===== src/rtl/i2c_arb_pkg.sv =====
// Shared types and defaults for the I2C bus arbiter: FSM state encoding,
// default sizing constants and the per-requester command record.
package i2c_arb_pkg;

    localparam int DEF_MAX_BYTES      = 6;
    localparam int DEF_TIMEOUT_CYCLES = 20000;

    typedef enum logic [1:0] {
        ST_IDLE  = 2'd0,
        ST_START = 2'd1,
        ST_BUSY  = 2'd2,
        ST_RESP  = 2'd3
    } arb_state_t;

    typedef struct packed {
        logic [6:0]                   dev_addr;
        logic [7:0]                   addr;
        logic [DEF_MAX_BYTES-1:0]     num_bytes;
        logic                         write;
        logic [DEF_MAX_BYTES*8-1:0]   wdata;
    } cmd_t;

endpackage


===== src/rtl/i2c_bus_arbiter_rr_pick.sv =====
// Combinational round-robin selector: searches upward from last_winner+1,
// wrapping from NUM_REQ-1 back to 0, and returns the first pending requester.
module rr_pick #(
    parameter int NUM_REQ = 2,
    parameter int IDX_W   = 1
) (
    input  logic [NUM_REQ-1:0] req,
    input  logic [IDX_W-1:0]   last_winner,
    output logic [IDX_W-1:0]   winner,
    output logic               valid
);

    logic [IDX_W-1:0] idx;

    always_comb begin
        winner = '0;
        valid  = 1'b0;
        idx    = last_winner;
        for (int i = 0; i < NUM_REQ; i++) begin
            if (idx == IDX_W'(NUM_REQ - 1)) begin
                idx = '0;
            end else begin
                idx = idx + 1'b1;
            end
            if (!valid && req[idx]) begin
                valid  = 1'b1;
                winner = idx;
            end else begin
                winner = winner;
            end
        end
    end

endmodule


===== src/rtl/i2c_bus_arbiter.sv =====
// Shares one I2C low-level driver between NUM_REQ requesters (round-robin).
// Optional watchdog in BUSY enabled by defining I2C_ARB_TIMEOUT_EN.
module i2c_bus_arbiter
    import i2c_arb_pkg::*;
#(
    parameter int NUM_REQ        = 2,
    parameter int MAX_BYTES      = DEF_MAX_BYTES,
    parameter int TIMEOUT_CYCLES = DEF_TIMEOUT_CYCLES
) (
    input  logic                           i2c_clock,
    input  logic                           rst,
    input  logic [NUM_REQ-1:0]             req,
    input  logic [NUM_REQ*7-1:0]           req_dev_addr,
    input  logic [NUM_REQ*8-1:0]           req_addr,
    input  logic [NUM_REQ*MAX_BYTES-1:0]   req_num_bytes,
    input  logic [NUM_REQ-1:0]             req_write,
    input  logic [NUM_REQ*MAX_BYTES*8-1:0] req_wdata,
    output logic [NUM_REQ-1:0]             gnt,
    output logic [NUM_REQ-1:0]             ack,
    output logic [MAX_BYTES*8-1:0]         rdata,
    output logic                           err,
    output logic                           drv_disable,
    output logic [6:0]                     drv_dev_addr,
    output logic [7:0]                     drv_addr,
    output logic [MAX_BYTES-1:0]           drv_num_bytes,
    output logic                           drv_write,
    output logic [MAX_BYTES*8-1:0]         drv_data_in,
    output logic                           drv_start,
    input  logic [MAX_BYTES*8-1:0]         drv_data_out,
    input  logic                           drv_done
);

    localparam int IDX_W = (NUM_REQ > 1) ? $clog2(NUM_REQ) : 1;

    arb_state_t             state_q, state_d;
    logic [NUM_REQ-1:0]     gnt_q, gnt_d;
    logic [NUM_REQ-1:0]     ack_q, ack_d;
    logic [MAX_BYTES*8-1:0] rdata_q, rdata_d;
    logic                   drv_disable_q, drv_disable_d;
    logic [6:0]             drv_dev_addr_q, drv_dev_addr_d;
    logic [7:0]             drv_addr_q, drv_addr_d;
    logic [MAX_BYTES-1:0]   drv_num_bytes_q, drv_num_bytes_d;
    logic                   drv_write_q, drv_write_d;
    logic [MAX_BYTES*8-1:0] drv_data_in_q, drv_data_in_d;
    logic                   drv_start_q, drv_start_d;
    logic [IDX_W-1:0]       owner_q, owner_d;
    logic [IDX_W-1:0]       last_winner_q, last_winner_d;
    logic [IDX_W-1:0]       pick_idx;
    logic                   pick_valid;
    logic [MAX_BYTES-1:0]   nb_sel;
`ifdef I2C_ARB_TIMEOUT_EN
    logic                   err_q, err_d;
    logic [15:0]            cnt_q, cnt_d;
`endif

    rr_pick #(
        .NUM_REQ (NUM_REQ),
        .IDX_W   (IDX_W)
    ) u_rr_pick (
        .req         (req),
        .last_winner (last_winner_q),
        .winner      (pick_idx),
        .valid       (pick_valid)
    );

    // Next-state and registered-output computation for the arbiter FSM
    always_comb begin
        state_d         = state_q;
        gnt_d           = gnt_q;
        ack_d           = '0;
        rdata_d         = rdata_q;
        drv_disable_d   = drv_disable_q;
        drv_dev_addr_d  = drv_dev_addr_q;
        drv_addr_d      = drv_addr_q;
        drv_num_bytes_d = drv_num_bytes_q;
        drv_write_d     = drv_write_q;
        drv_data_in_d   = drv_data_in_q;
        drv_start_d     = 1'b0;
        owner_d         = owner_q;
        last_winner_d   = last_winner_q;
        nb_sel          = req_num_bytes[int'(pick_idx)*MAX_BYTES +: MAX_BYTES];
`ifdef I2C_ARB_TIMEOUT_EN
        err_d           = err_q;
        cnt_d           = cnt_q;
`endif
        case (state_q)
            ST_IDLE: begin
                if (pick_valid) begin
                    gnt_d           = NUM_REQ'(1) << pick_idx;
                    owner_d         = pick_idx;
                    drv_disable_d   = 1'b0;
                    drv_dev_addr_d  = req_dev_addr[int'(pick_idx)*7 +: 7];
                    drv_addr_d      = req_addr[int'(pick_idx)*8 +: 8];
                    drv_write_d     = req_write[pick_idx];
                    drv_data_in_d   = req_wdata[int'(pick_idx)*MAX_BYTES*8 +: MAX_BYTES*8];
                    // Zero passes through: it denotes an address-only write.
                    if (nb_sel > MAX_BYTES'(MAX_BYTES)) begin
                        drv_num_bytes_d = MAX_BYTES'(MAX_BYTES);
                    end else begin
                        drv_num_bytes_d = nb_sel;
                    end
                    state_d         = ST_START;
                end else begin
                    state_d         = ST_IDLE;
                end
            end
            ST_START: begin
                drv_start_d = 1'b1;
`ifdef I2C_ARB_TIMEOUT_EN
                cnt_d       = 16'd0;
`endif
                state_d     = ST_BUSY;
            end
            ST_BUSY: begin
                // ack is raised here so it appears one cycle after drv_done.
                if (drv_done) begin
                    if (!drv_write_q) begin
                        rdata_d = drv_data_out;
                    end else begin
                        rdata_d = rdata_q;
                    end
`ifdef I2C_ARB_TIMEOUT_EN
                    err_d   = 1'b0;
`endif
                    ack_d   = gnt_q;
                    state_d = ST_RESP;
                end else begin
`ifdef I2C_ARB_TIMEOUT_EN
                    if (cnt_q == 16'(TIMEOUT_CYCLES - 1)) begin
                        err_d   = 1'b1;
                        ack_d   = gnt_q;
                        state_d = ST_RESP;
                    end else begin
                        cnt_d   = cnt_q + 16'd1;
                    end
`else
                    state_d = ST_BUSY;
`endif
                end
            end
            ST_RESP: begin
                gnt_d         = '0;
                drv_disable_d = 1'b1;
                last_winner_d = owner_q;
                state_d       = ST_IDLE;
            end
            default: begin
                state_d = ST_IDLE;
            end
        endcase
    end

    // State and output registers with asynchronous reset
    always_ff @(posedge i2c_clock or posedge rst) begin
        if (rst) begin
            state_q         <= ST_IDLE;
            gnt_q           <= '0;
            ack_q           <= '0;
            rdata_q         <= '0;
            drv_disable_q   <= 1'b1;
            drv_dev_addr_q  <= 7'd0;
            drv_addr_q      <= 8'd0;
            drv_num_bytes_q <= '0;
            drv_write_q     <= 1'b0;
            drv_data_in_q   <= '0;
            drv_start_q     <= 1'b0;
            owner_q         <= '0;
            last_winner_q   <= IDX_W'(NUM_REQ - 1);
`ifdef I2C_ARB_TIMEOUT_EN
            err_q           <= 1'b0;
            cnt_q           <= 16'd0;
`endif
        end else begin
            state_q         <= state_d;
            gnt_q           <= gnt_d;
            ack_q           <= ack_d;
            rdata_q         <= rdata_d;
            drv_disable_q   <= drv_disable_d;
            drv_dev_addr_q  <= drv_dev_addr_d;
            drv_addr_q      <= drv_addr_d;
            drv_num_bytes_q <= drv_num_bytes_d;
            drv_write_q     <= drv_write_d;
            drv_data_in_q   <= drv_data_in_d;
            drv_start_q     <= drv_start_d;
            owner_q         <= owner_d;
            last_winner_q   <= last_winner_d;
`ifdef I2C_ARB_TIMEOUT_EN
            err_q           <= err_d;
            cnt_q           <= cnt_d;
`endif
        end
    end

    assign gnt           = gnt_q;
    assign ack           = ack_q;
    assign rdata         = rdata_q;
    assign drv_disable   = drv_disable_q;
    assign drv_dev_addr  = drv_dev_addr_q;
    assign drv_addr      = drv_addr_q;
    assign drv_num_bytes = drv_num_bytes_q;
    assign drv_write     = drv_write_q;
    assign drv_data_in   = drv_data_in_q;
    assign drv_start     = drv_start_q;
`ifdef I2C_ARB_TIMEOUT_EN
    assign err           = err_q;
`else
    assign err           = 1'b0;
`endif

endmodule


===== config.mk =====
export PLATFORM = sky130hd
export DESIGN_NAME = i2c_bus_arbiter
export DESIGN_NICKNAME = d
export VERILOG_FILES = /design/src/rtl/i2c_arb_pkg.sv /design/src/rtl/i2c_bus_arbiter_rr_pick.sv /design/src/rtl/i2c_bus_arbiter.sv
export SDC_FILE = /design/constraint.sdc
export NUM_CORES = 1
export LEC_CHECK = 0
export BUFFER_PORTS_ARGS = -buffer_cell sky130_fd_sc_hd__buf_2
export CORE_AREA = 4 4 121 123
export CTS_CLUSTER_DIAMETER = 80
export DETAILED_ROUTE_END_ITERATION = 10
export DIE_AREA = 0 0 125 127
export HOLD_SLACK_MARGIN = 0.05
export PLACE_DENSITY = 0.83
export SYNTH_ARGS = -nofsm -noshare
export SYNTH_HDL_FRONTEND = slang
export SYNTH_HIERARCHICAL = 1
export SYNTH_SLANG_ARGS = --single-unit

===== constraint.sdc =====
create_clock -name i2c_clock -period 4.05 [get_ports i2c_clock]
set_input_delay 0.2025 -clock i2c_clock [delete_from_list [all_inputs] [get_ports i2c_clock]]
set_output_delay 0.2025 -clock i2c_clock [all_outputs]
set_load 0.02 [all_outputs]

==> results.toml <==
[status]
status = "finished, final reports clean"

[sta]
timing.final.ws_setup_ps = 1646
fmax_mhz = 416.0
period_share_pct = 59.35
rsz0062_at_grt = "false"
clock_skew_ps = 13.88
max_slew_margin_pct = 35.71
finalCriticalPeriod_ps = 2404
finalHoldViolations = 0
setup_viol = 0
worst_pin_slew_ps = 964.4
finalSetupTns_ps = 0
final_max_slew_viol_count = 0

[logic_synthesis]
synth_top_cell_by_area = "dfrtp_1"
synthAdderAreaFrac_pct = 0.9066
ys_seq_elements = 128
syn_nets = 641
synth_top_family_by_area = "multiplexers"
yosys-top-cells-count = "dfrtp_1, mux2i_1, nand2_1, o21ai_1, mux2_1"
synth_edf_count = 0
muxShareOfSynthArea_pct = 23.71
synth_area_per_cell_um2 = 12.43
synth_area_mm2 = 0.005520
yosysUniqueCellTypes = 32
synth-simple-area-share_pct = 6.324
synth_cells = 444
synth-xor-area-share_pct = 0
synth_area_leaders = "dfrtp_1, mux2i_1, o21ai_1"
synth_compound_area_share_pct = 7.570
ys_seq_area_share_pct = 58.07
synth_most_common_cell = "dfrtp_1"
yosys_warnings = 6
async_flop_share_pct = 100.0
synth_top_flop_cell = "dfrtp_1"
synth_top_area_share_pct = 57.12

[worst_hold_path]
hp-class = "in -> reg"

[worst_setup_path]
rr_endpoint = "rdata[0]"
crit_path_end_kind = "flip-flop"
endpoint = "rdata[0]"
r2r_slack_ps = 1650
r2r_start = "state_q[0]"
crit_start = "state_q[0]"
cp-start-kind = "flip-flop"
critPathRequiredTime_ps = 4330
worst-path-max-fanout = 37
arrival_ps = 2680
reg2reg_depth = 6
critPathKind = "reg -> reg"

[cells_and_area]
layoutNonFillerInstCount = 1000
nets = 1004
drive_gt1_share_pct = 46.22
diodes = 0
area_delta_synth_final_pct = 51.31
final_util_pct = 61.12
fill_cells = 1097

[placed_design]
dp_slack_ps = 1649
gp_congestion = 0.7679
dpl.cell_count = 916
dp_hpwl_um = 11500
portBuffers = 316

[floorplanning]
die_w_um = 125
ioPinCount = 318
die_y_um = 127
initial_core_util_pct = 40.40
rows = 43
die_area_mm2 = 0.01588
core_area_mm2 = 0.01367

[clock_tree]
cts-resized-gates = 0
clkTransAtPathRegs_ps = 60
cts_tree = "yes"
htreeDepth = 4
cts_hold_buf = 52
clk_path_buf_depth = 2
cts.sinks = 128
numCtsBuffers = 17
clock_latency_ps = 410
cts-root-buf = "clkbuf_16"
post_cts.repair.setup_buffers = 0

[power]
p_leak_nw = 4.436
p_comb_share_pct = 42.4
vdd_drop_max_mv = 0.3413
p_seq_share_pct = 34.3
p_sw_share_pct = 39.29
p_int_mw = 3.972
powerDensity_mw_per_mm2 = 783.3
p_switching_mw = 2.570
power.share.clock_pct = 23.3

[global_route]
grt_pass1_vias = 4954
antenna_found_initial = 0
grt_usage_pct = 20.78
grt_first_pass_wirelength_um = 26200
grt_max_degree = 95
grt.overflow.total = 0

[drt]
routed_wl_um = 16710
ant_nets = 0
viasPerCell = 4.700
vias = 4700
detail_route.iter0.violations = 149
drc = 0
dr.pass1.iters = 4
routedWlPerCell_um = 16.71

[flow_run]
drv_cap = 0
final cells by class:
class | count | area, um^2 | area share, %
clock buffers | 22 | 464.2 | 5.557
multi-input cells | 282 | 2148 | 25.72
inverters | 5 | 23.77 | 0.2846
well taps | 180 | 225.2 | 2.696
repair buffers | 373 | 2152 | 25.76
flip-flops and latches | 128 | 3206 | 38.38
clock inverters | 10 | 133.9 | 1.603
logic make-up (layout without fill, tap and decap cells):
| logic type | after synthesis | after routing |
|---|---|---|
| buf+inv | 34 | 410 |
| other cells | 1 | 1 |
| fa+ha+maj | 4 | 4 |
| mux | 117 | 117 |
| simple gates | 83 | 83 |
| flops | 128 | 128 |
| compound gates | 77 | 77 |
how the worst min path moves through the flow:
| stage | end | startpoint | slack (ps) | cells past startpoint |
|---|---|---|---|---|
| detailed placement | rdata[27] | drv_data_out[27] | 420 | 2 |
| global placement | rdata[26] | drv_data_out[26] | 410 | 2 |
| finish | drv_data_in[36] | req_wdata[36] | 70 | 3 |
| CTS | drv_data_in[1] | req_wdata[1] | 50 | 3 |
| global route | drv_data_in[2] | req_wdata[2] | 70 | 3 |
| floorplan | rdata[20] | drv_data_out[20] | 330 | 1 |
flip-flops by register name, summed over array words and instances, names as in the netlist:
| signal | cells |
|---|---|
| owner_q | 1 |
| drv_data_in | 48 |
| drv_num_bytes | 6 |
| state_q | 2 |
| drv_write | 1 |
| gnt | 2 |
| rdata | 48 |
| drv_start | 1 |
| drv_dev_addr | 7 |
| drv_addr | 8 |
| ack | 2 |
| last_winner_q | 1 |
| drv_disable | 1 |
placed cells by master (no fill, tap or decap), types with 2 or more instances in the layout:
cell	instances
buf_2	316
dfrtp_1	126
mux2i_1	67
o21ai_1	67
nand2_1	66
dlygate4sd3_1	52
mux2_1	29
mux2_4	20
clkbuf_16	17
nor2_1	5
inv_1	4
and2_1	4
ha_1	4
clkinv_2	4
buf_4	4
a31oi_1	3
clkbuf_1	3
bufinv_16	3
inv_6	2
clkbuf_8	2
clkinvlp_4	2
dfstp_2	2
per-stage QoR:
| step | hold slack (ps) | power, mW | instance area (um^2) |
|---|---|---|---|
| after global placement | 414.8 | 4.886 | 7234 |
| after detailed placement | 420.5 | 4.994 | 7234 |
| after floorplan | 334.2 | 4.008 | 5520 |
| after global routing | 70.72 | 6.945 | 8353 |
| after CTS | 50.64 | 6.587 | 8353 |
| final | 67.98 | 6.543 | 8353 |
critical path, stage by stage, from the launching register on:
cell     delay, ps
dfrtp_1        370
inv_1           70
ha_1           210
nand2_1        110
or2_2          770
buf_4          400
mux2_4         350
routing by layer:
| metal | wire length, um | track usage (%) |
|---|---|---|
| met4 | 409 | 8.099 |
| met1 | 6554 | 24.13 |
| met5 | 0 | 0 |
| met3 | 1309 | 6.647 |
| met2 | 8437 | 36.00 |
power groups by stage:
stage	sequential (mW)	clock, mW	combinational, mW
floorplan	2.93	0	1.08
global placement	2.21	0	2.67
detailed placement	2.23	0	2.76
CTS	2.23	1.56	2.80
global route	2.31	1.62	3.01
finish	2.24	1.53	2.77
Power figures use the tool's default switching activity.
